[src/rtl/serial_addsub.sv]
// Multi-cycle add/subtract: processes CHUNK bits per cycle, N/CHUNK cycles per operation.
module serial_addsub #(
  parameter int unsigned N     = 64,
  parameter int unsigned CHUNK = 16
) (
  input  logic         clk,
  input  logic         rst_n,
  input  logic         in_valid,
  output logic         in_ready,
  input  logic [N-1:0] a,
  input  logic [N-1:0] b,
  input  logic         cin,
  input  logic         sub,
  input  logic         signed_en,
  output logic         out_valid,
  input  logic         out_ready,
  output logic [N-1:0] final_sum,
  output logic         cout,
  output logic         negative_flag,
  output logic         overflow_flag,
  output logic         zero_flag
);

  localparam int unsigned NSLICE = N / CHUNK;
  localparam int unsigned CW     = (NSLICE > 1) ? $clog2(NSLICE) : 1;

  typedef enum logic [1:0] {
    IDLE = 2'd0,
    CALC = 2'd1,
    DONE = 2'd2
  } state_t;

  state_t          state_q, state_d;
  logic [N-1:0]    a_q, b_q, sum_q;
  logic            carry_q, cout_q, sub_q, sgn_q;
  logic [CW-1:0]   k_q;

  logic            accept_c, step_c, last_c;
  logic [CHUNK-1:0] a_sl_c, b_sl_c;
  logic [CHUNK:0]  slice_sum_c;
  logic            done_c, ovf_s_c, ovf_u_c;

  // State register; reset aborts any operation in flight.
  always_ff @(posedge clk or negedge rst_n) begin
    if (!rst_n) state_q <= IDLE;
    else        state_q <= state_d;
  end

  // Next-state and handshake decode.
  always_comb begin
    state_d   = state_q;
    accept_c  = 1'b0;
    step_c    = 1'b0;
    in_ready  = 1'b0;
    out_valid = 1'b0;
    last_c    = (k_q == CW'(NSLICE - 1));
    case (state_q)
      IDLE: begin
        in_ready = 1'b1;
        if (in_valid) begin
          accept_c = 1'b1;
          state_d  = CALC;
        end
      end
      CALC: begin
        step_c = 1'b1;
        if (last_c) state_d = DONE;
      end
      DONE: begin
        out_valid = 1'b1;
        if (out_ready) state_d = IDLE;
      end
      default: state_d = IDLE;
    endcase
  end

  // Current slice of the operands and its sum with the running carry.
  always_comb begin
    a_sl_c      = a_q[32'(k_q) * CHUNK +: CHUNK];
    b_sl_c      = b_q[32'(k_q) * CHUNK +: CHUNK];
    slice_sum_c = {1'b0, a_sl_c} + {1'b0, b_sl_c} + (CHUNK + 1)'(carry_q);
  end

  // Operand capture on accept, then one slice per CALC cycle.
  always_ff @(posedge clk or negedge rst_n) begin
    if (!rst_n) begin
      a_q     <= '0;
      b_q     <= '0;
      sum_q   <= '0;
      carry_q <= 1'b0;
      cout_q  <= 1'b0;
      sub_q   <= 1'b0;
      sgn_q   <= 1'b0;
      k_q     <= '0;
    end else if (accept_c) begin
      // Subtraction is a + ~b + ~borrow_in.
      a_q     <= a;
      b_q     <= sub ? ~b : b;
      carry_q <= sub ? ~cin : cin;
      sub_q   <= sub;
      sgn_q   <= signed_en;
      k_q     <= '0;
    end else if (step_c) begin
      sum_q[32'(k_q) * CHUNK +: CHUNK] <= slice_sum_c[CHUNK-1:0];
      carry_q <= slice_sum_c[CHUNK];
      k_q     <= k_q + CW'(1);
      if (last_c) cout_q <= slice_sum_c[CHUNK];
    end
  end

  // Flags from latched result and mode; only asserted while a result is presented.
  always_comb begin
    done_c        = (state_q == DONE);
    ovf_s_c       = (a_q[N-1] == b_q[N-1]) && (sum_q[N-1] != a_q[N-1]);
    ovf_u_c       = sub_q ? ~cout_q : cout_q;
    zero_flag     = done_c && (sum_q == '0);
    negative_flag = done_c && sgn_q && sum_q[N-1];
    overflow_flag = done_c && (sgn_q ? ovf_s_c : ovf_u_c);
    final_sum     = sum_q;
    cout          = cout_q;
  end

endmodule

[config.mk]
export PLATFORM = sky130hd
export DESIGN_NAME = serial_addsub
export DESIGN_NICKNAME = d
export VERILOG_FILES = /design/src/rtl/serial_addsub.sv
export SDC_FILE = /design/constraint.sdc
export NUM_CORES = 1
export LEC_CHECK = 0
export CAP_MARGIN = 20
export CORE_MARGIN = 10
export CORE_UTILIZATION = 55
export DETAILED_ROUTE_END_ITERATION = 8
export GPL_TIMING_DRIVEN = 0
export PLACE_DENSITY = 0.93
export SYNTH_ARGS = -nofsm -noshare
export SYNTH_HDL_FRONTEND = slang
export SYNTH_SLANG_ARGS = --single-unit
[constraint.sdc]
create_clock -name clk -period 7.5 [get_ports clk]
set_input_delay 1.5 -clock clk [delete_from_list [all_inputs] [get_ports clk]]
set_output_delay 1.5 -clock clk [all_outputs]
set_load 0.05 [all_outputs]
Word-level counts from Yosys, hierarchy flattened. Cells that the tools add are included.

$add $sub $neg: 4. Multiply operators: 0. Div/mod/pow operators: 0. Magnitude comparators: 0. Equal/unequal tests: 8. Shift operators: 4. Multiplexer cells: 18. Bitwise gates (word level): 4. Reduce and logical (&&, ||, !) cells: 11.

Operator list (count): $shiftx A64 B7 Y16 (2); $bwmux W64 (1); $logic_not A64 Y1 (1); $mux W64 (1); $not A64 Y64 (1); $shift A16 B34 Y64 const A (1); $shiftx A16 B34 Y64 (1); $neg A6 Y34 (1); $add A16 B16 Y17 (1); $add A17 B1 Y17 (1); $mux W1 (10); $mux W2 (5); $ne A2 B2 Y1 const B (3); $pmux W2 S3 (1); $reduce_and A3 Y1 (2); $logic_and A1 B1 Y1 (5); $eq A2 B2 Y1 const B (2); $not A1 Y1 (3); $add A2 B1 Y2 const B (1); $eq A2 B1 Y1 const B (1); $logic_not A2 Y1 (1); $reduce_and A2 Y1 (1); $reduce_bool A2 Y1 (1); $eq A1 B1 Y1 (1); $ne A1 B1 Y1 (1).

Register bits: 200. Latch bits: 0. Memory bits (writable): 0. Memory bits (read-only): 0. Output and inout bits: 70. Logic and storage cells: 58. Memories: 0.

Depth between registers and ports, before layout.
Depth in word-level cells: 5. Depth in mapped cells: 11. Depth with buffers taken out: 9.

Worst setup path after synthesis. Ideal clock, no wire load.

Path kind: flip-flop to output port. Start: register sum_q[15], in the netlist final_sum[15]. End: output port zero_flag. Arrival: 2789 ps. Required time: 6000 ps. Slack: 3211 ps. Stages on the path, launching flop included: 6. Path buffers: 0. Path through: dfrtp_1 nor4_1 nand2_1 nor4_1 nand3_1 nor4_1.

Cells in the longest elaborated chain, start to end: 2.

Ends and longest elaborated chain: start: declaration (RTL line 34) `logic [N-1:0] a_q, b_q, sum_q;`; start signal: indexed assignment (RTL line 104) `sum_q[32'(k_q) * CHUNK +: CHUNK] <= slice_sum_c[CHUNK-1:0];`; $logic_not A64 Y1 (RTL line 116) `zero_flag = done_c && (sum_q == '0);`; $logic_and A1 B1 Y1 (RTL line 116); end: declaration (RTL line 21) `output logic zero_flag`.

No other way between the ends.

Worst setup path after layout.
Start: register state_q[0]. End: output port zero_flag.

Cells in the longest elaborated chain, start to end: 2.

Ends and longest elaborated chain: start: declaration (RTL line 33) `state_t state_q, state_d;`; start signal: assignment (RTL line 46) `else state_q <= state_d;`; $eq A2 B2 Y1 (RTL line 113) `done_c = (state_q == DONE);`; $logic_and A1 B1 Y1 (RTL line 116).

No other way between the ends.

==> impl_metrics.tcl <==
set metrics [dict create \
    synth_area_um2 9680 \
    antenna_cells 0 \
    clkTransAtPathRegs_ps 70 \
    start_util 0.560 \
    async_reset_ff_frac 1.00 \
    syn_inst 810 \
    drc 0 \
    die_y_um 153 \
    vias_per_cell 6.16 \
    synth_edf_count 0 \
    skew_ps 12.0 \
    netlist_top_cells_area "dfrtp_1, mux2_2, mux4_2" \
    core-area_um2 17300 \
    cts_max_level 4 \
    synth_area_leader_cell "dfrtp_1" \
    worst_setup_path_end_kind "primary output" \
    synth_flop_cell "dfrtp_1" \
    required_ps 6000 \
    avgSynthCellArea_um2 12.0 \
    grt_max_degree 108 \
    first_pass_iters 5 \
    routed_wl_mm 29.8 \
    fmax_mhz 216 \
    clkSinkCount 200 \
    grt_pass1_wl_mm 46.9 \
    placed_cells 1239 \
    startpoint_type "flop" \
    setup_ws_ps 2860 \
    synth_top_cell_area_share 0.517 \
    cts_setup_buffers 0 \
    critPathKind "flop to primary output" \
    layout.nets 1191 \
    drive_above_1_share 0.161 \
    gp_congestion 0.918 \
    clockBufferDepth 2 \
    yosysWarningCount 0 \
    area_growth_pct 29.9 \
    worstPathArrival_ps 3140 \
    num_io_pins 205 \
    grt_antenna_before_repair 0 \
    peakVddDrop_v 0.000427 \
    wire_per_inst_um 23.5 \
    leakagePower_nw 5.16 \
    min_path_type "flop to flop" \
    gr-total-overflow 0 \
    synth_nets 968 \
    track_usage 0.253 \
    cts_root_buf "clkbuf_16" \
    finalSetupViolations 0 \
    worst_slew_pin_slew_ps 818 \
    finalHoldViolations 0 \
    rsz0062_at_grt "false" \
    ys_ff_latch 200 \
    cts_buffers 17 \
    slew_violations 0 \
    ant_nets 0 \
    internal_power_w 0.00361 \
    status "complete, no violations" \
    clkLatencyLatePin_ps 450 \
    max_cap_violations 0 \
    synth.distinct_cells 49 \
    power.share.switching 0.485 \
    dieArea_um2 23300 \
    cts_tree "done" \
    fp-row-count 48 \
    die_w_um 153 \
    cts_resized 0 \
    pwr-share-comb 0.606 \
    fin_crit_sh 0.619 \
    num-fill-cells 1145 \
    maxSlewHeadroom 0.455 \
    yosysSeqAreaShare 0.517 \
    p_sw_w 0.00340 \
    dp_hpwl_mm 22.4 \
    vias 7823 \
    finalPower_w 0.00701 \
    clockPowerShare 0.126 \
    pre_cts_ws_ps 3130 \
    port-buffer-count 203 \
    drtIter0Drc 797 \
    holdBufCountCts 0 \
    instances_no_fill 1269 \
    path_max_fanout 6 \
    grt_pass1_vias 8435 \
    p_seq_frac 0.268 \
    pwr_density_cell_nw_per_um2 558 \
    min_period_ps 4640 \
]
## layer usage
| metal | track usage | routed length, um | vias up |
|---|---|---|---|
| li1 | - | - | 3385 |
| met1 | 0.292 | 11200 | 3871 |
| met2 | 0.428 | 14800 | 484 |
| met3 | 0.0813 | 2900 | 83 |
| met4 | 0.0972 | 906 | 0 |
| met5 | 0 | 0 | - |
## cells in the final DEF, fill, tap and decap left out, drive strengths merged, types with 2 or more instances in the layout
cell type	instances
clkdlybuf4s50	202
fa	2
a211oi	3
inv	12
nand3	17
nand2b	2
o21ai	21
nor2b	2
nand2	33
ha	21
xor2	5
mux2	66
clkbuf	38
a21o	5
clkinv	5
xnor2	72
a32o	4
buf	35
o21bai	4
dfrtp	200
a31oi	3
a22o	44
mux4	32
nand4	9
nor2	82
a21oi	86
nor3	2
o211ai	2
or3	4
nor4	17
## worst paths after layout
| check | slack, ps | start | endpoint | cells after the start |
|---|---|---|---|---|
| worst max-delay path | 2860 | state_q[0] | zero_flag | 6 |
| worst min-delay path | 510 | a_q[48] | a_q[48] | 1 |
| worst max register to register | 3000 | k_q[1] | final_sum[28] | 11 |
| worst min register to register | 510 | a_q[48] | a_q[48] | 1 |
| max in group asynchronous | 5470 | rst_n | final_sum[17] | 2 |
| min in group asynchronous | 1070 | rst_n | final_sum[8] | 1 |
## worst max-delay path, stage by stage, from the launching register on
cell             delay (ps)
dfrtp_1                 430
nand2b_1                270
or3_1                   360
nor4_1                  260
nand3_1                 140
nor4_1                  360
clkdlybuf4s50_1         880
## final cells by class
type / instances / area [um2] / share of cell area
flip-flops and latches: 200 / 5000 / 0.398
inverters: 10 / 37.5 / 0.00299
repair buffers: 204 / 2060 / 0.164
plain buffers: 50 / 226 / 0.0180
well taps: 225 / 282 / 0.0224
clock inverters: 9 / 95.1 / 0.00756
multi-input cells: 550 / 4410 / 0.351
clock buffers: 21 / 450 / 0.0358
## cells in the mapped netlist (all sizes together), types with 5 or more instances
cell type and instances:
a21o 5, a21oi 86, a22o 44, buf 33
clkbuf 17, dfrtp 200, ha 21, inv 10
mux2 66, mux4 32, nand2 33, nand3 17
nand4 9, nor2 82, nor4 17, o21ai 21
xnor2 72, xor2 5
## through the flow
step	instance area, um2	hold WS [ps]	util	setup TNS, ps
floorplan	9680	475	-	0
global placement	12000	484	0.693	-599960
detailed placement	12000	492	0.695	0
CTS	12600	508	0.727	0
global route	12600	529	0.727	0
finish	12600	508	0.727	0
## power groups by stage
| stage | Combinational (W) | Sequential, W | Clock, W |
|---|---|---|---|
| 2_1_floorplan | 0.00259 | 0.00208 | 0 |
| 3_3_place_gp | 0.00400 | 0.00184 | 0 |
| 3_5_place_dp | 0.00414 | 0.00187 | 0 |
| 4_1_cts | 0.00418 | 0.00187 | 0.000878 |
| 5_1_grt | 0.00452 | 0.00192 | 0.000923 |
| 6_report | 0.00425 | 0.00188 | 0.000884 |
## flip-flops by register name, indices dropped and copies added, names as in the netlist
name / count
k_q: 2
a_q: 64
state_q: 2
final_sum: 64
sub_q: 1
carry_q: 1
sgn_q: 1
cout: 1
b_q: 64
## kinds of logic after synthesis
kind of cell               after synthesis  synth area share
and+or+nand+nor                        172            0.0817
xor gates and xnor gates                77            0.0704
DFF                                    200             0.517
muxes                                   98             0.151
AOI/OAI and AO/OA                      180             0.121
buffers and inverters                   60            0.0273
adders and majority gates               23            0.0313
Note: power is estimated with default switching activity, not from simulation.
